### src/rtl/monitor_contador.sv
// -----------------------------------------------------------------------------
// monitor_contador
//
// Cycle-accurate checker for the 16-bit programmable counter. It snapshots the
// counter's command (ENB, MODO, D) and current output Q at every rising CLK
// edge. At the next edge it compares the counter's Q, RCO and Paridad with a
// golden model evaluated from that snapshot.
//
// Ports
//   CLK, RST_L          clock (rising edge), asynchronous active-low reset
//   ENB, MODO, D        counter command inputs (same nets as the counter)
//     MODO: 00 = +1, 01 = -1, 10 = +3, 11 = load D
//   Q, RCO, Paridad     counter outputs under observation
//   SINCRONIZADO        high while in CHECK
//   FALLA               high while in FAIL (sticky until reset)
//   ERR_Q/RCO/PAR       one-cycle mismatch pulses
//   ERR_CNT             saturating count of cycles with any mismatch
//   RCO_CNT             wrapping count of RCO-high cycles seen while checking
//
// SINCRONIZADO/FALLA together expose the FSM state:
//   00 = IDLE, 10 = CHECK, 01 = FAIL.
// -----------------------------------------------------------------------------
module monitor_contador #(
  parameter int ANCHO   = 16,
  parameter int MAX_ERR = 8
) (
  input  logic             CLK,
  input  logic             RST_L,
  input  logic             ENB,
  input  logic [1:0]       MODO,
  input  logic [ANCHO-1:0] D,
  input  logic [ANCHO-1:0] Q,
  input  logic             RCO,
  input  logic             Paridad,
  output logic             SINCRONIZADO,
  output logic             FALLA,
  output logic             ERR_Q,
  output logic             ERR_RCO,
  output logic             ERR_PAR,
  output logic [7:0]       ERR_CNT,
  output logic [15:0]      RCO_CNT
);

  typedef enum logic [1:0] {
    ST_IDLE  = 2'd0,
    ST_CHECK = 2'd1,
    ST_FAIL  = 2'd2
  } estado_t;

  localparam logic [ANCHO-1:0] TODO_UNOS = {ANCHO{1'b1}};
  // Lowest Q from which a +3 step wraps past all-ones.
  localparam logic [ANCHO-1:0] TOPE_MAS3 = {ANCHO{1'b1}} - ANCHO'(2);

  estado_t          state_q, state_d;
  logic             p_enb_q, p_enb_d;
  logic [1:0]       p_modo_q, p_modo_d;
  logic [ANCHO-1:0] p_d_q, p_d_d;
  logic [ANCHO-1:0] p_q_q, p_q_d;
  logic             err_q_q, err_q_d;
  logic             err_rco_q, err_rco_d;
  logic             err_par_q, err_par_d;
  logic [7:0]       err_cnt_q, err_cnt_d;
  logic [15:0]      rco_cnt_q, rco_cnt_d;
  logic             sinc_q, sinc_d;
  logic             falla_q, falla_d;

  logic [ANCHO-1:0] exp_q;
  logic             exp_rco;
  logic             mism_q, mism_rco, mism_par, mism_any;
  logic             activo;

  always_comb begin
    // Golden model evaluated from the previous edge's snapshot.
    exp_q   = p_q_q;
    exp_rco = 1'b0;
    if (p_enb_q) begin
      case (p_modo_q)
        2'b00: begin
          exp_q   = p_q_q + ANCHO'(1);
          exp_rco = (p_q_q == TODO_UNOS);
        end
        2'b01: begin
          exp_q   = p_q_q - ANCHO'(1);
          exp_rco = (p_q_q == '0);
        end
        2'b10: begin
          exp_q   = p_q_q + ANCHO'(3);
          exp_rco = (p_q_q >= TOPE_MAS3);
        end
        default: begin
          exp_q   = p_d_q;   // a load never raises RCO
          exp_rco = 1'b0;
        end
      endcase
    end

    mism_q   = (Q != exp_q);
    mism_rco = (RCO != exp_rco);
    mism_par = (Paridad != ^Q);   // parity is checked on the live Q only
    mism_any = mism_q | mism_rco | mism_par;
    activo   = (state_q != ST_IDLE);

    p_enb_d  = ENB;
    p_modo_d = MODO;
    p_d_d    = D;
    p_q_d    = Q;

    state_d   = state_q;
    err_q_d   = 1'b0;
    err_rco_d = 1'b0;
    err_par_d = 1'b0;
    err_cnt_d = err_cnt_q;
    rco_cnt_d = rco_cnt_q;

    if (activo) begin
      err_q_d   = mism_q;
      err_rco_d = mism_rco;
      err_par_d = mism_par;
      // One increment per faulty cycle regardless of how many checks failed.
      if (mism_any && (err_cnt_q != 8'hFF)) err_cnt_d = err_cnt_q + 8'd1;
      if (RCO) rco_cnt_d = rco_cnt_q + 16'd1;
    end

    case (state_q)
      ST_IDLE:  if (ENB && (MODO == 2'b11)) state_d = ST_CHECK;
      ST_CHECK: if (mism_any && (err_cnt_d == 8'(MAX_ERR))) state_d = ST_FAIL;
      ST_FAIL:  state_d = ST_FAIL;
      default:  state_d = ST_IDLE;
    endcase

    sinc_d  = (state_d == ST_CHECK);
    falla_d = (state_d == ST_FAIL);
  end

  always_ff @(posedge CLK or negedge RST_L) begin
    if (!RST_L) begin
      state_q   <= ST_IDLE;
      p_enb_q   <= 1'b0;
      p_modo_q  <= 2'b00;
      p_d_q     <= '0;
      p_q_q     <= '0;
      err_q_q   <= 1'b0;
      err_rco_q <= 1'b0;
      err_par_q <= 1'b0;
      err_cnt_q <= 8'd0;
      rco_cnt_q <= 16'd0;
      sinc_q    <= 1'b0;
      falla_q   <= 1'b0;
    end else begin
      state_q   <= state_d;
      p_enb_q   <= p_enb_d;
      p_modo_q  <= p_modo_d;
      p_d_q     <= p_d_d;
      p_q_q     <= p_q_d;
      err_q_q   <= err_q_d;
      err_rco_q <= err_rco_d;
      err_par_q <= err_par_d;
      err_cnt_q <= err_cnt_d;
      rco_cnt_q <= rco_cnt_d;
      sinc_q    <= sinc_d;
      falla_q   <= falla_d;
    end
  end

  assign SINCRONIZADO = sinc_q;
  assign FALLA        = falla_q;
  assign ERR_Q        = err_q_q;
  assign ERR_RCO      = err_rco_q;
  assign ERR_PAR      = err_par_q;
  assign ERR_CNT      = err_cnt_q;
  assign RCO_CNT      = rco_cnt_q;

endmodule

### config.mk
export PLATFORM = sky130hd
export DESIGN_NAME = monitor_contador
export DESIGN_NICKNAME = d
export VERILOG_FILES = /design/src/rtl/monitor_contador.sv
export SDC_FILE = /design/constraint.sdc
export NUM_CORES = 1
export LEC_CHECK = 0
export ABC_CLOCK_PERIOD_IN_PS = 5100
export BUFFER_PORTS_ARGS = -buffer_cell sky130_fd_sc_hd__buf_2
export CELL_PAD_IN_SITES_DETAIL_PLACEMENT = 1
export CELL_PAD_IN_SITES_GLOBAL_PLACEMENT = 1
export CORE_ASPECT_RATIO = 1.4
export CORE_UTILIZATION = 45
export CTS_CLUSTER_DIAMETER = 150
export DETAILED_ROUTE_END_ITERATION = 7
export PLACE_DENSITY_LB_ADDON = 0.1
export SLEW_MARGIN = 20
export SYNTH_ARGS = -nofsm -noshare
export SYNTH_HDL_FRONTEND = slang
export SYNTH_SLANG_ARGS = --single-unit
### constraint.sdc
create_clock -name CLK -period 5.1 [get_ports CLK]
set_input_delay 0.51 -clock CLK [delete_from_list [all_inputs] [get_ports CLK]]
set_output_delay 0.51 -clock CLK [all_outputs]
set_load 0.02 [all_outputs]
Yosys cells after proc, flatten, opt, wreduce, memory -nomap -nowiden
Cells that the tools add are included.

Bits in registers: 66. Input port bits: 39. Output and inout port bits: 29.

Add/subtract/negate cells: 5. Order comparisons: 1. Equal/unequal tests: 13. Mux-type cells: 12. Bitwise operators: 2. Reduce and logical (&&, ||, !) cells: 9.

Operator list (number): case mux 16 bit (3 select lines) (1); adder 16 x 1 -> 16 bit (second input constant) (2); adder 16 x 2 -> 16 bit (second input constant) (1); == test 16 bit (second input constant) (1); greater-or-equal comparator 16 bit (second input constant) (1); zero test 16 bit (1); two-way mux 16 bit (1); two-way mux 8 bit (2); inequality test 16 bit (1); XOR reduction 16 bit (1); subtractor 16 x 1 -> 16 bit (second input constant) (1); adder 8 x 1 -> 8 bit (second input constant) (1); == test 2 bit (second input constant) (4); == test 8 x 4 -> 1 bit (second input constant) (1); inequality test 8 bit (second input constant) (1); == test 2 x 1 -> 1 bit (second input constant) (3); case mux 2 bit (3 select lines) (1); zero test 2 bit (2); two-way mux 1 bit (4); two-way mux 2 bit (2); logical AND 1 bit (3); case mux 1 bit (3 select lines) (1); inequality test 1 bit (2); OR 1 bit (2); other kinds (2) (2).

Depth between registers and ports, before layout
Gate-level depths: netlist of the first run.

Depth in word-level cells: 14. Gate-level depth with buffers: 16. Mapped depth without buffers: 13.

Worst setup path before layout of the first run
OpenSTA, ideal clock, no wires.

Path kind: register to register. Start point: reg p_modo_q[0]. End point: reg err_cnt_q[1] (netlist: ERR_CNT[1]). Arrival: 3.323 ns. Slack: 1.652 ns. Stages on the path, launching flop included: 13. Buffers on the path: 0. Clock period less this slack: 3.448 ns. Path through: dfrtp_1 -> inv_1 -> ha_1 -> fa_1 -> a32o_2 -> or2_1 -> a31oi_1 -> xnor2_1 -> mux2i_1 -> a21oi_1 -> nor4b_4 -> a21oi_2 -> mux2_4.

Longest elaborated chain between the ends: 9. Elaborated cells between the ends (all ways): 14. Classes of those cells: eq/ne: 4; mux: 6; bitwise: 2; reduce/logical: 2.

RTL lines: start: declaration (line 56) `logic [1:0] p_modo_q, p_modo_d;`; start signal: assignment (line 152) `p_modo_q <= p_modo_d;`; == test 2 bit, or another cell as far along (line 77) `case (p_modo_q)`; case mux 16 bit (3 select lines) or case mux 1 bit (3 select lines) (tied branches) (line 77); two-way mux 16 bit or two-way mux 1 bit (tied branches) (line 76) `if (p_enb_q) begin`; inequality test 16 bit or inequality test 1 bit (tied branches) (line 97, 98); OR 1 bit (*) (2 in a row) (line 100) `mism_any = mism_q | mism_rco | mism_par;`; logical AND 1 bit (*) (line 120) `if (mism_any && (err_cnt_q != 8'hFF)) err_cnt_d = err_cnt_q + 8'd1;`; two-way mux 8 bit (*) (line 120); two-way mux 8 bit (*) (line 115) `if (activo) begin`; named net err_cnt_d[1] (line 62) `logic [7:0] err_cnt_q, err_cnt_d;`; end signal: assignment (line 158) `err_cnt_q <= err_cnt_d;`; end: declaration (line 62).

The timed path passes the listed nets; every way through them passes the cells marked *. A chain may end at the register's enable or synchronous reset.

Final worst setup path of the first run
Start point: reg p_modo_q[1]. End point: reg err_cnt_q[1] (netlist: ERR_CNT[1]).

The elaborated chain is that of the path after synthesis.

==> results.txt, run 1 <==
----------------------------------------------------
[Synth]
  Netlist cell types ... just over 70
  Syn Inst Count ... between 400 and 500
  Library cell occupying the most area in the post-synthesis netlist ... sky130_fd_sc_hd__dfrtp_1
  Syn_area_per_cell ... 9.32 um^2
  Post-synth top flop ... sky130_fd_sc_hd__dfrtp_1
  Total of flip-flops plus latches after synthesis ... 66
  Share of synthesized area occupied by flip-flops and latches ... 37.5%
  Total standard cell area after synthesis ... around 4400 um^2
  Area share of the largest cell type after synthesis ... roughly 38%
  Proportion of synthesized flip-flops having asynchronous set or reset ... between 90% and 100%
  Number of synthesized flops with an enable pin ... 0
  Net count after synthesis ... 520
  Warning count from the yosys run ... 0
  Cell types occupying the most area after synthesis ... sky130_fd_sc_hd__dfrtp_1, sky130_fd_sc_hd__xnor2_1, sky130_fd_sc_hd__xor2_1

[Routing]
  Drt first-iter violations ... 205
  WL per Instance ... approximately 22 um
  Number of nets with antenna violations after routing ... 0
  Drt drc ... 0
  Vias ... ~4000
  Post-Route WL ... roughly 14000 um
  Routed via count divided by cell count ... ~6.2
  Detailed-router iteration count before antenna repair ... 4

[Layout]
  Most common cell after layout, fill and taps aside ... sky130_fd_sc_hd__buf_2
  Fraction of layout instances using a drive strength above 1 ... 19.4%
  Post-layout nets ... 574
  Commonest non-fill, non-tap cells in the layout ... sky130_fd_sc_hd__buf_2, sky130_fd_sc_hd__dfrtp_1, sky130_fd_sc_hd__xnor2_1
  Multi-input combinational cell area ... ~2600 um^2
  Area added between synthesis and finish ... 16.0%
  ANT cells ... 0
  Area of all placed cells without fillers ... ~5100 um^2
  FF+latch area ... roughly 1700 um^2
  Count of fill cells added during filler insertion ... 1127

[Power]
  Leakage ... around 0.0022 uW
  Overall power of the completed layout ... about 2100 uW
  Peak supply drop ... 301 uV
  Power density over the cells ... slightly above 400 nW/um^2

[Setup path]
  Endpoint kind of the worst setup timing path ... flip-flop
  Category of the most critical setup path ... reg2reg
  Startpoint types ... flip-flop
  Depth of the most critical reg-to-reg path ... 12
  Worst path arrival time ... 4.48 ns
  Worst-case register-to-register setup slack ... 0.84 ns
  Crit Path Max Fanout ... 32
  Required time at the worst-slack endpoint ... around 5.3 ns
  Startpoint of the worst register-to-register path ... p_modo_q[1]
  FF-to-FF End ... ERR_CNT[1]

[STA]
  FMAX ... roughly 230 MHz
  Setup TNS ... 0 ns
  Minimum clock period after layout ... about 4.3 ns
  Final worst clock skew ... around 0.005 ns
  Final setup violating endpoints ... 0
  Period utilization ... between 80% and 90%
  Final number of max-transition violations ... 0
  Endpoints failing hold ... 0
  Unrepaired setup endpoints after global routing ... no
  Transition time at the pin with the least slew margin ... 0.862 ns
  Slew HR ... ~43%

[Outcome]
  Status ... complete, no violations

[Worst hold path]
  Hold path start ... D[5]
  Hold Crit Endpoint ... p_d_q[5]
  Hold path depth ... 1
  Class of the tightest hold or removal check ... in2reg

[Place]
  HPWL Detailed ... 10100 um
  Total cell area at the placement stage ... between 4000 and 5000 um^2
  Final GP Congestion ... about 0.84
  Number of port buffers ... 67

[Die]
  Starting utilization of the core area ... 46.5%
  Die outline area ... roughly 10000 um^2
  Horiz. Die Dim ... around 86 um
  Area inside the core boundary ... around 9500 um^2
  Standard-cell row count ... 42
  Die Ht ... 119 um
  Ports placed on the boundary ... 68

[CTS]
  Post-CTS setup buffer count ... 0
  Number of clock sinks seen by CTS ... between 60 and 70
  Count of hold-fix buffers inserted at cts ... 0
  # H-tree levels ... 3
  Post-CTS clock slew at the launch and capture registers of the worst setup and hold paths ... 0.06 ns
  Clock latency on the worst-skew pair ... ~0.33 ns
  Number of clock buffers inserted by TritonCTS ... 9
  Root buffer cell ... sky130_fd_sc_hd__clkbuf_16
  Gates resized, CTS repair ... 0
  TritonCTS clock tree ... done
  Longest Clk Path Bufs ... 2

[Global route]
  Combined global-route utilization of all metal layers ... 29.3%
  Number of global-route vias before repair ... 4215
  Global route overflow ... 0
  Largest net degree at the start of global routing ... 67
  Initial antenna violation count ... 0
  Global-route wire length before repair ... approximately 23000 um

[Run]
  Maxcap violations ... 0

----------------------------------------------------
==> state kept, by name (all words and copies together), names as in the netlist, 2 cells and up <==
register	flops
p_d_q	16
ERR_CNT	8
RCO_CNT	16
p_modo_q	2
p_q_q	16
state_q	2
==> power by group <==
part / switching (uW) / internal (uW) / leakage [uW] / total, uW
logic: 384 / 259 / 0.00125 / 643
registers: 131 / 609 / 0.000785 / 740
clock network: 237 / 440 / 0.000156 / 677
==> worst max-delay path: stages (launching register included) <==
cell	delay, ns
sky130_fd_sc_hd__dfrtp_1	0.43
sky130_fd_sc_hd__inv_1	0.12
sky130_fd_sc_hd__ha_1	0.60
sky130_fd_sc_hd__buf_4	0.44
sky130_fd_sc_hd__a32oi_1	0.16
sky130_fd_sc_hd__o21ai_1	0.38
sky130_fd_sc_hd__nand2_1	0.15
sky130_fd_sc_hd__and3_1	0.18
sky130_fd_sc_hd__a2111oi_0	0.44
sky130_fd_sc_hd__nor4b_1	0.27
sky130_fd_sc_hd__and4_1	0.50
sky130_fd_sc_hd__a21oi_2	0.14
sky130_fd_sc_hd__mux2_4	0.32
==> through the flow <==
step                      hold slack, ns  util [%]  std cells  setup slack, ns
after floorplan                    0.214         -        472             1.65
after global placement             0.457      50.6        625             1.01
after detailed placement           0.476      50.6        625            0.929
after CTS                          0.266      53.9        641            0.834
after global routing               0.273      53.9        641            0.493
final                              0.278      53.9        641            0.843
==> per-layer routing <==
layer | vias to the layer above | routed length (um) | part of all wire [%] | GRT usage, %
met4 | 0 | 567 | 4.0 | 14.6
met1 | 1994 | 5440 | 38 | 33.5
met5 | - | 0 | 0 | 0
li1 | 1839 | - | - | -
met2 | 120 | 7580 | 53 | 52.4
met3 | 40 | 623 | 4.4 | 4.23
==> kinds of logic (layout without fill, tap and decap cells) <==
family	after synthesis	in the layout	share of synthesized area, %
xor gates and xnor gates	68	68	13.5
buffers and inverters	45	104	4.44
and+or+nand+nor	145	145	17.6
AOI/OAI and AO/OA	123	123	20.3
adders and majority gates	9	9	2.73
DFF	66	66	37.5
muxes	16	16	3.84
==> how the worst max path moves through the flow <==
stage | start | endpoint | slack [ns] | cells after the start
CTS | p_modo_q[1] | ERR_CNT[1] | 0.83 | 12
detailed placement | p_modo_q[1] | ERR_CNT[1] | 0.93 | 12
global placement | p_modo_q[1] | ERR_CNT[1] | 1.01 | 13
finish | p_modo_q[1] | ERR_CNT[1] | 0.84 | 12
global route | p_modo_q[1] | ERR_CNT[1] | 0.49 | 12
floorplan | p_modo_q[0] | ERR_CNT[1] | 1.65 | 12
==> synthesized netlist by cell type, types with 3 or more instances <==
| cell | count |
|---|---|
| sky130_fd_sc_hd__a221oi_1 | 3 |
| sky130_fd_sc_hd__a311oi_1 | 3 |
| sky130_fd_sc_hd__o22ai_1 | 6 |
| sky130_fd_sc_hd__a21oi_1 | 15 |
| sky130_fd_sc_hd__o21ai_0 | 19 |
| sky130_fd_sc_hd__and3_1 | 4 |
| sky130_fd_sc_hd__nand3_1 | 13 |
| sky130_fd_sc_hd__nand2b_1 | 3 |
| sky130_fd_sc_hd__nor2_1 | 31 |
| sky130_fd_sc_hd__and2_1 | 5 |
| sky130_fd_sc_hd__nand4_1 | 11 |
| sky130_fd_sc_hd__o211ai_1 | 3 |
| sky130_fd_sc_hd__dfrtp_1 | 66 |
| sky130_fd_sc_hd__o31ai_1 | 4 |
| sky130_fd_sc_hd__a21o_1 | 6 |
| sky130_fd_sc_hd__clkbuf_1 | 18 |
| sky130_fd_sc_hd__a31oi_1 | 11 |
| sky130_fd_sc_hd__mux2_2 | 3 |
| sky130_fd_sc_hd__o31a_1 | 4 |
| sky130_fd_sc_hd__buf_2 | 9 |
| sky130_fd_sc_hd__nor3b_1 | 3 |
| sky130_fd_sc_hd__a32oi_1 | 5 |
| sky130_fd_sc_hd__inv_1 | 12 |
| sky130_fd_sc_hd__nor4_1 | 7 |
| sky130_fd_sc_hd__xor2_1 | 24 |
| sky130_fd_sc_hd__a2bb2oi_1 | 3 |
| sky130_fd_sc_hd__ha_1 | 8 |
| sky130_fd_sc_hd__nand3b_1 | 3 |
| sky130_fd_sc_hd__nand2_1 | 30 |
| sky130_fd_sc_hd__mux2i_1 | 12 |
| sky130_fd_sc_hd__xnor2_1 | 44 |
| sky130_fd_sc_hd__a22oi_1 | 6 |
| sky130_fd_sc_hd__nor3_1 | 13 |
| sky130_fd_sc_hd__a211oi_1 | 6 |
| sky130_fd_sc_hd__nor4b_1 | 5 |
| sky130_fd_sc_hd__nor2b_1 | 6 |
| sky130_fd_sc_hd__a2111oi_0 | 3 |
==> cell type report <==
cell class / instances / area share (%)
well taps: 110 / 2.70
inverters: 14 / 1.03
clock inverters: 5 / 1.52
clock buffers: 11 / 4.76
multi-input cells: 361 / 50.0
flip-flops and latches: 66 / 32.4
repair buffers: 74 / 7.60
No activity file was read; power rests on OpenSTA's default activity.
==> inputs of run 2 (changes only) <==
--- a/config.mk
+++ b/config.mk
@@ -5,12 +5,12 @@
 export SDC_FILE = /design/constraint.sdc
 export NUM_CORES = 1
 export LEC_CHECK = 0
-export ABC_CLOCK_PERIOD_IN_PS = 5100
+export ABC_CLOCK_PERIOD_IN_PS = 3700
 export BUFFER_PORTS_ARGS = -buffer_cell sky130_fd_sc_hd__buf_2
 export CELL_PAD_IN_SITES_DETAIL_PLACEMENT = 1
 export CELL_PAD_IN_SITES_GLOBAL_PLACEMENT = 1
 export CORE_ASPECT_RATIO = 1.4
-export CORE_UTILIZATION = 45
+export CORE_UTILIZATION = 40
 export CTS_CLUSTER_DIAMETER = 150
 export DETAILED_ROUTE_END_ITERATION = 7
 export PLACE_DENSITY_LB_ADDON = 0.1
==> constraint.sdc (replaced) <==
create_clock -name CLK -period 3.7 [get_ports CLK]
set_input_delay 0.37 -clock CLK [delete_from_list [all_inputs] [get_ports CLK]]
set_output_delay 0.37 -clock CLK [all_outputs]
set_load 0.02 [all_outputs]
==> run 2 against run 1 <==
Utilization down 1.7 points. Worst hold slack worse by 0.18 ns. Global-route usage fell by 3.1 points. Sequential power rose by 36%. Critical path depth increased by 4. Non-clock buffer count is 26 higher. Maximum frequency increased by 21%. Critical path type unchanged.
==> results.txt, run 2 (same netlist as run 1, synthesis figures left out) <==
----------------------------------------------------
[Die]
  Die Ht ... 126 um (was 119 um)
  Area inside the core boundary ... 10500 um^2 (was 9460 um^2)
  Horiz. Die Dim ... 90.6 um (was 85.6 um)
  Die outline area ... 11400 um^2 (was 10200 um^2)
  Ports placed on the boundary ... 68 (unchanged)
  Starting utilization of the core area ... 41.8% (was 46.5%)
  Standard-cell row count ... 44 (was 42)

[Worst hold path]
  Class of the tightest hold or removal check ... in2async (was in2reg)

[CTS]
  Post-CTS clock slew at the launch and capture registers of the worst setup and hold paths ... 0.06 ns (about the same)
  Number of clock buffers inserted by TritonCTS ... 9 (unchanged)
  TritonCTS clock tree ... done (unchanged)
  Root buffer cell ... sky130_fd_sc_hd__clkbuf_16 (unchanged)
  # H-tree levels ... 3 (unchanged)
  Number of clock sinks seen by CTS ... 66 (unchanged)
  Longest Clk Path Bufs ... 2 (unchanged)
  Clock latency on the worst-skew pair ... 0.34 ns (was 0.33 ns)

[Place]
  HPWL Detailed ... 10500 um (was 10100 um)
  Final GP Congestion ... 0.857 (was 0.841)
  Number of port buffers ... 67 (unchanged)
  Number of placed instances, taps included ... 677 (was 625)

[Routing]
  Drt drc ... 0 (unchanged)
  Post-Route WL ... 14200 um (about the same)
  Number of nets with antenna violations after routing ... 0 (unchanged)
  Vias ... 4051 (was 3993)
  Detailed-router iteration count before antenna repair ... 4 (unchanged)
  Drt first-iter violations ... 208 (was 205)
  Routed via count divided by cell count ... 5.84 (was 6.23)
  WL per Instance ... 20.5 um (was 22.2 um)

[Global route]
  M1 GR Usage ... 30.3% (was 33.5%)
  Combined global-route utilization of all metal layers ... 26.2% (was 29.3%)
  Initial antenna violation count ... 0 (unchanged)
  Most crowded layer after global routing ... met2 (unchanged)
  Global route overflow ... 0 (unchanged)
  Met2 Resource Use GR ... 47.3% (was 52.4%)
  Global-route wire length before repair ... 23000 um (was 22600 um)
  Largest net degree at the start of global routing ... 37 (was 67)
  Met3 usage in global routing ... 4.89% (was 4.23%)
  Number of global-route vias before repair ... 4344 (was 4215)

[STA]
  Final setup violating endpoints ... 0 (unchanged)
  Final number of max-transition violations ... 0 (unchanged)
  Setup TNS ... 0 ns (unchanged)
  Final worst clock skew ... 0.00784 ns (was 0.00498 ns)
  Endpoints failing hold ... 0 (unchanged)
  Transition time at the pin with the least slew margin ... 0.742 ns (was 0.862 ns)
  FMAX ... 284 MHz (was 235 MHz)
  Minimum clock period after layout ... 3.52 ns (was 4.26 ns)
  Period utilization ... 95.1% (was 83.5%)
  Slew HR ... 50.5% (was 42.5%)

[Setup path]
  Depth of the most critical reg-to-reg path ... 16 (was 12)
  Category of the most critical setup path ... reg2reg (unchanged)
  Startpoint types ... flip-flop (unchanged)
  Slowest library cell on the worst path ... sky130_fd_sc_hd__dfrtp_1 (was sky130_fd_sc_hd__ha_1)
  Stage delay of the slowest cell on the critical path ... 0.42 ns (was 0.60 ns)
  Most used cell along the critical path ... sky130_fd_sc_hd__buf_4
  Crit Path Max Fanout ... 7 (was 32)
  Required time at the worst-slack endpoint ... 3.91 ns (was 5.32 ns)
  Ordered cell list for the critical path ... inv_2 -> ha_4 -> ha_1 -> a21oi_2 -> a2bb2oi_2 -> buf_4 -> a2bb2oi_4 -> o211ai_1 -> buf_4 -> mux2i_1 -> o2111ai_2 -> nor4b_2 -> and4_4 -> buf_4 -> a2111oi_4 -> xor2_1 (was inv_1 -> ha_1 -> buf_4 -> a32oi_1 -> o21ai_1 -> nand2_1 -> and3_1 -> a2111oi_0 -> nor4b_1 -> and4_1 -> a21oi_2 -> mux2_4)
  Worst path arrival time ... 3.73 ns (was 4.48 ns)
  Endpoint kind of the worst setup timing path ... flip-flop (unchanged)

[Layout]
  Post-layout nets ... 600 (was 574)
  Commonest non-fill, non-tap cells in the layout ... sky130_fd_sc_hd__buf_2, sky130_fd_sc_hd__dfrtp_1, sky130_fd_sc_hd__xnor2_1 (unchanged)
  Final core utilization ... 52.2% (was 53.9%)
  Fraction of layout instances using a drive strength above 1 ... 27.2% (was 19.4%)
  Area added between synthesis and finish ... 24.8% (was 16.0%)
  ANT cells ... 0 (unchanged)
  Finished Layout Cells ... 694 (was 641)
  Most common cell after layout, fill and taps aside ... sky130_fd_sc_hd__buf_2 (unchanged)

[Run]
  Maxcap violations ... 0 (unchanged)

[Outcome]
  Status ... complete, no violations (unchanged)

[Power]
  Leakage ... 0.00234 uW (was 0.00219 uW)
  Comb pwr share ... 32.6% (was 31.2%)
  Net load switching power ... 1050 uW (was 752 uW)
  Share of total power in the clock network ... 32.2% (was 32.9%)
  Peak supply drop ... 386 uV (was 301 uV)
  Power density over the cells ... 522 nW/um^2 (was 404 nW/um^2)
  Relative contribution of sequential cells to total power ... 35.3% (was 35.9%)
  Sw frac ... 36.5% (about the same)
  Internal power ... 1820 uW (was 1310 uW)

----------------------------------------------------
[run 2: path summary, 6_finish.rpt]
path                              from          end  slack, ns
max reg2reg                p_modo_q[1]   ERR_CNT[7]       0.18
min reg2reg                RCO_CNT[15]  RCO_CNT[15]       0.47
max in group asynchronous        RST_L     p_d_q[5]       2.65
min                              RST_L   RCO_CNT[6]        0.1
max                        p_modo_q[1]   ERR_CNT[7]       0.18
min in group CLK                  D[1]     p_d_q[1]       0.14
[run 2: final cells by class]
type	count	area, um^2
flip-flops and latches	66	1650
fillers	1215	5020
inverters	14	52.6
clock inverters	6	92.6
clock buffers	9	225
well taps	138	173
multi-input cells	361	2700
repair buffers	100	596
[run 2: worst max-delay path: cells and delay by family (launching register included)]
kind                     cells  cell delay (ns)
AND/OR/NAND/NOR              2             0.57
multiplexers                 1             0.21
XOR/XNOR                     1             0.17
buffers and inverters        4             0.63
adder cells (fa/ha/maj)      2             0.50
AO/OA/AOI/OAI                6             0.88
flip-flops                   1             0.42
[run 2: per-layer routing]
metal	vias up	wire [um]
met2	102	7590
met4	0	430
met1	2036	5690
li1	1882	-
met3	31	529
met5	-	0
[run 2: repair_timing]
| item | in CTS | in global routing |
|---|---|---|
| gates cloned | 0 | 0 |
| hold endpoints to repair | 0 | 0 |
| setup buffers | 0 | 2 |
| resized for setup | 3 | 28 |
| pin swaps | 0 | 6 |
| hold buffers | 0 | 0 |
| endpoints found under the setup margin | 12 | 13 |
[run 2: through the flow]
step / power, uW / hold slack, ns / setup slack [ns] / cell area (um^2)
finish: 2870 / 0.0955 / 0.182 / 5490
global route: 3030 / 0.126 / -0.0131 / 5490
CTS: 2870 / 0.105 / 0.00911 / 5350
detailed placement: 1920 / 0.453 / -0.153 / 5010
global placement: 1890 / 0.457 / -0.106 / 5010
floorplan: 1590 / 0.0744 / 0.252 / 4400
[run 2: power by group through the flow]
stage / logic, uW / registers (uW) / clock network, uW
floorplan: 507 / 1080 / 0
global placement: 874 / 1020 / 0
detailed placement: 902 / 1020 / 0
CTS: 912 / 1010 / 945
global route: 1020 / 1040 / 967
finish: 934 / 1010 / 922
==> inputs of run 3 (changes only) <==
--- a/config.mk
+++ b/config.mk
@@ -5,12 +5,14 @@
 export SDC_FILE = /design/constraint.sdc
 export NUM_CORES = 1
 export LEC_CHECK = 0
+export ABC_AREA = 1
 export ABC_CLOCK_PERIOD_IN_PS = 3700
 export BUFFER_PORTS_ARGS = -buffer_cell sky130_fd_sc_hd__buf_2
 export CELL_PAD_IN_SITES_DETAIL_PLACEMENT = 1
 export CELL_PAD_IN_SITES_GLOBAL_PLACEMENT = 1
 export CORE_ASPECT_RATIO = 1.4
-export CORE_UTILIZATION = 40
+export CORE_UTILIZATION = 30
+export CTS_BUF_LIST = sky130_fd_sc_hd__clkbuf_4 sky130_fd_sc_hd__clkbuf_8
 export CTS_CLUSTER_DIAMETER = 150
 export DETAILED_ROUTE_END_ITERATION = 7
 export PLACE_DENSITY_LB_ADDON = 0.1
==> run 3 against run 2 <==
Total power fell by 18%. Utilization fell by 14 points. Count of clock-buffer cells in the layout increased by 6. Critical endpoint is now state_q[0].
==> results.txt, run 3 <==
----------------------------------------------------
[CTS]
  TritonCTS clock tree ... done (unchanged)
  Post-CTS clock slew at the launch and capture registers of the worst setup and hold paths ... 0.08 ns (was 0.06 ns)
  Number of clock buffers inserted by TritonCTS ... 9 (unchanged)
  # H-tree levels ... 3 (unchanged)
  Longest Clk Path Bufs ... 2 (unchanged)
  Root buffer cell ... sky130_fd_sc_hd__clkbuf_8 (was sky130_fd_sc_hd__clkbuf_16)
  Clock latency on the worst-skew pair ... 0.36 ns (was 0.34 ns)
  Number of clock sinks seen by CTS ... 66 (unchanged)

[Global route]
  Largest net degree at the start of global routing ... 29 (was 37)
  Combined global-route utilization of all metal layers ... 20.2% (was 26.2%)
  Number of global-route vias before repair ... 4491 (was 4344)
  Global route overflow ... 0 (unchanged)
  Global-route wire length before repair ... 22500 um (was 23000 um)
  Initial antenna violation count ... 0 (unchanged)

[Synth]
  Cell types occupying the most area after synthesis ... sky130_fd_sc_hd__dfrtp_1, sky130_fd_sc_hd__nand2_1, sky130_fd_sc_hd__nand3_1 (was sky130_fd_sc_hd__dfrtp_1, sky130_fd_sc_hd__xnor2_1, sky130_fd_sc_hd__xor2_1)
  Net count after synthesis ... 652 (was 520)
  Area share of the largest cell type after synthesis ... 38.6% (was 37.5%)
  Proportion of synthesized flip-flops having asynchronous set or reset ... 100% (unchanged)
  Library cell occupying the most area in the post-synthesis netlist ... sky130_fd_sc_hd__dfrtp_1 (unchanged)
  Post-synth top flop ... sky130_fd_sc_hd__dfrtp_1 (unchanged)
  Syn Inst Count ... 604 (was 472)
  Number of synthesized flops with an enable pin ... 0 (unchanged)
  Total of flip-flops plus latches after synthesis ... 66 (unchanged)
  Warning count from the yosys run ... 0 (unchanged)
  Share of synthesized area occupied by flip-flops and latches ... 38.6% (was 37.5%)
  Total standard cell area after synthesis ... 4280 um^2 (was 4400 um^2)
  Commonest cells in the synthesized netlist ... sky130_fd_sc_hd__nand2_1, sky130_fd_sc_hd__inv_1, sky130_fd_sc_hd__dfrtp_1, sky130_fd_sc_hd__nand3_1, sky130_fd_sc_hd__nor2_1 (was sky130_fd_sc_hd__dfrtp_1, sky130_fd_sc_hd__xnor2_1, sky130_fd_sc_hd__nor2_1, sky130_fd_sc_hd__nand2_1, sky130_fd_sc_hd__xor2_1)
  Syn_area_per_cell ... 7.08 um^2 (was 9.32 um^2)
  Library cell with the highest instance count after synthesis ... sky130_fd_sc_hd__nand2_1 (was sky130_fd_sc_hd__dfrtp_1)
  Netlist cell types ... 33 (was 71)

[STA]
  Transition time at the pin with the least slew margin ... 0.534 ns (was 0.742 ns)
  FMAX ... 288 MHz (was 284 MHz)
  Final setup violating endpoints ... 0 (unchanged)
  Final hold slack ... 0.109 ns (was 0.0955 ns)
  Setup TNS ... 0 ns (unchanged)
  Unrepaired setup endpoints after global routing ... yes
  Minimum clock period after layout ... 3.48 ns (was 3.52 ns)
  Worst Slack Setup Final ... 0.225 ns (was 0.182 ns)
  Period utilization ... 93.9% (was 95.1%)
  Endpoints failing hold ... 0 (unchanged)
  Slew HR ... 64.4% (was 50.5%)
  Final number of max-transition violations ... 0 (unchanged)
  Final worst clock skew ... 0.0116 ns (was 0.00784 ns)

[Setup path]
  Crit Path Max Fanout ... 7 (unchanged)
  Launch point of the critical path ... p_modo_q[1] (unchanged)
  Stage delay of the slowest cell on the critical path ... 0.43 ns (was 0.42 ns)
  Worst path arrival time ... 3.73 ns (about the same)
  Startpoint types ... flip-flop (unchanged)
  Most used cell along the critical path ... sky130_fd_sc_hd__nand2_1 (was sky130_fd_sc_hd__buf_4)
  Startpoint of the worst register-to-register path ... p_modo_q[1] (unchanged)
  Required time at the worst-slack endpoint ... 3.95 ns (was 3.91 ns)
  Category of the most critical setup path ... reg2reg (unchanged)
  Capturing instance or port of the critical path ... state_q[0] (was ERR_CNT[7])
  Worst-case register-to-register setup slack ... 0.22 ns (was 0.18 ns)
  Depth of the most critical reg-to-reg path ... 27 (was 16)
  Endpoint kind of the worst setup timing path ... flip-flop (unchanged)
  Slowest library cell on the worst path ... sky130_fd_sc_hd__fa_1 (was sky130_fd_sc_hd__dfrtp_1)
  FF-to-FF End ... state_q[0] (was ERR_CNT[7])

[Place]
  Final GP Congestion ... 0.759 (was 0.857)
  Number of port buffers ... 67 (unchanged)
  HPWL Detailed ... 10900 um (was 10500 um)
  Worst slack, placed ... -0.0996 ns (was -0.153 ns)

[Outcome]
  Status ... complete, no violations (unchanged)

[Layout]
  ANT cells ... 0 (unchanged)
  Most common cell after layout, fill and taps aside ... sky130_fd_sc_hd__nand2_1 (was sky130_fd_sc_hd__buf_2)
  Multi-input combinational cell area ... 2380 um^2 (was 2700 um^2)
  FF+latch area ... 1650 um^2 (about the same)
  Count of fill cells added during filler insertion ... 1849 (was 1215)
  Fraction of layout instances using a drive strength above 1 ... 22.2% (was 27.2%)
  Commonest non-fill, non-tap cells in the layout ... sky130_fd_sc_hd__nand2_1, sky130_fd_sc_hd__inv_1, sky130_fd_sc_hd__buf_2 (was sky130_fd_sc_hd__buf_2, sky130_fd_sc_hd__dfrtp_1, sky130_fd_sc_hd__xnor2_1)
  Post-layout nets ... 742 (was 600)
  Area added between synthesis and finish ... 24.2% (was 24.8%)

[Routing]
  Drt first-iter violations ... 132 (was 208)
  Detailed-router iteration count before antenna repair ... 4 (unchanged)
  Number of nets with antenna violations after routing ... 0 (unchanged)
  Routed via count divided by cell count ... 4.68 (was 5.84)
  Post-Route WL ... 13600 um (was 14200 um)
  Vias ... 4140 (was 4051)
  WL per Instance ... 15.4 um (was 20.5 um)
  Drt drc ... 0 (unchanged)

[Die]
  Horiz. Die Dim ... 103 um (was 90.6 um)
  Die outline area ... 14800 um^2 (was 11400 um^2)
  Ports placed on the boundary ... 68 (unchanged)
  Die Ht ... 143 um (was 126 um)
  Area inside the core boundary ... 13900 um^2 (was 10500 um^2)
  Standard-cell row count ... 51 (was 44)
  Starting utilization of the core area ... 30.8% (was 41.8%)

[Power]
  Overall power of the completed layout ... 2350 uW (was 2870 uW)
  Leakage ... 0.00284 uW (was 0.00234 uW)
  Power density over the cells ... 443 nW/um^2 (was 522 nW/um^2)
  Peak supply drop ... 407 uV (was 386 uV)

[Run]
  Maxcap violations ... 0 (unchanged)

[Worst hold path]
  Class of the tightest hold or removal check ... in2reg (was in2async)

----------------------------------------------------
-- run 3: logic make-up (layout without fill, tap and decap cells) --
| kind of cell | Yosys count | after routing | synth area share (%) |
|---|---|---|---|
| compound gates | 40 | 40 | 4.88 |
| flops | 66 | 66 | 38.6 |
| simple gates | 356 | 357 | 36.5 |
| fa+ha+maj | 9 | 9 | 2.81 |
| mux | 1 | 1 | 0.263 |
| xor+xnor | 35 | 35 | 7.60 |
| buf+inv | 97 | 191 | 9.36 |
-- run 3: layout make-up --
class,instances,area share (%)
well taps,185,4.35
repair buffers,89,9.53
multi-input cells,442,44.7
flip-flops and latches,66,31.1
clock inverters,1,0.565
clock buffers,15,3.65
inverters,86,6.07
-- run 3: report_power, final --
group	total, uW	switching [uW]	internal [uW]	leakage, uW
Clock	687	287	401	0.000117
Sequential	925	101	825	0.000783
Combinational	741	485	256	0.00194
Total	2350	872	1480	0.00284
-- run 3: worst min path at each step --
stage | startpoint | end | slack [ns] | depth (start not counted)
final | D[7] | p_d_q[7] | 0.11 | 1
after global routing | D[4] | p_d_q[4] | 0.09 | 1
after CTS | D[7] | p_d_q[7] | 0.08 | 1
after detailed placement | RST_L | ERR_CNT[6] | 0.39 | 1
after global placement | RST_L | ERR_CNT[6] | 0.38 | 1
after floorplan | RST_L | ERR_CNT[0] | 0.07 | 0
-- run 3: what timing repair did --
action | 4_1_cts | 5_1_grt
resized for setup | 3 | 36
pin swaps | 0 | 17
cloned | 1 | 0
endpoints found under the setup margin | 4 | 4
setup buffers | 0 | 8
hold buffers | 1 | 0
hold endpoints to repair | 21 | 0
-- run 3: layer usage --
layer / global-route usage [%] / wire (um) / up-vias
li1: - / - / 2093
met1: 23.0 / 5510 / 1972
met2: 36.6 / 7350 / 57
met3: 4.09 / 470 / 18
met4: 7.26 / 295 / 0
met5: 0 / 0 / -
-- run 3: critical path, delay by kind of cell (launching register included) --
family / cells / cell delay, ns
buf+inv: 2 / 0.20
fa+ha+maj: 2 / 0.65
simple gates: 22 / 2.05
flops: 1 / 0.41
compound gates: 1 / 0.07
-- run 3: metrics by stage --
stage / instance area [um^2] / std cells / util (%)
floorplan: 4280 / 604 / -
global placement: 4870 / 858 / 35.0
detailed placement: 4870 / 858 / 35.0
CTS: 5120 / 876 / 36.8
global route: 5320 / 884 / 38.2
finish: 5320 / 884 / 38.2
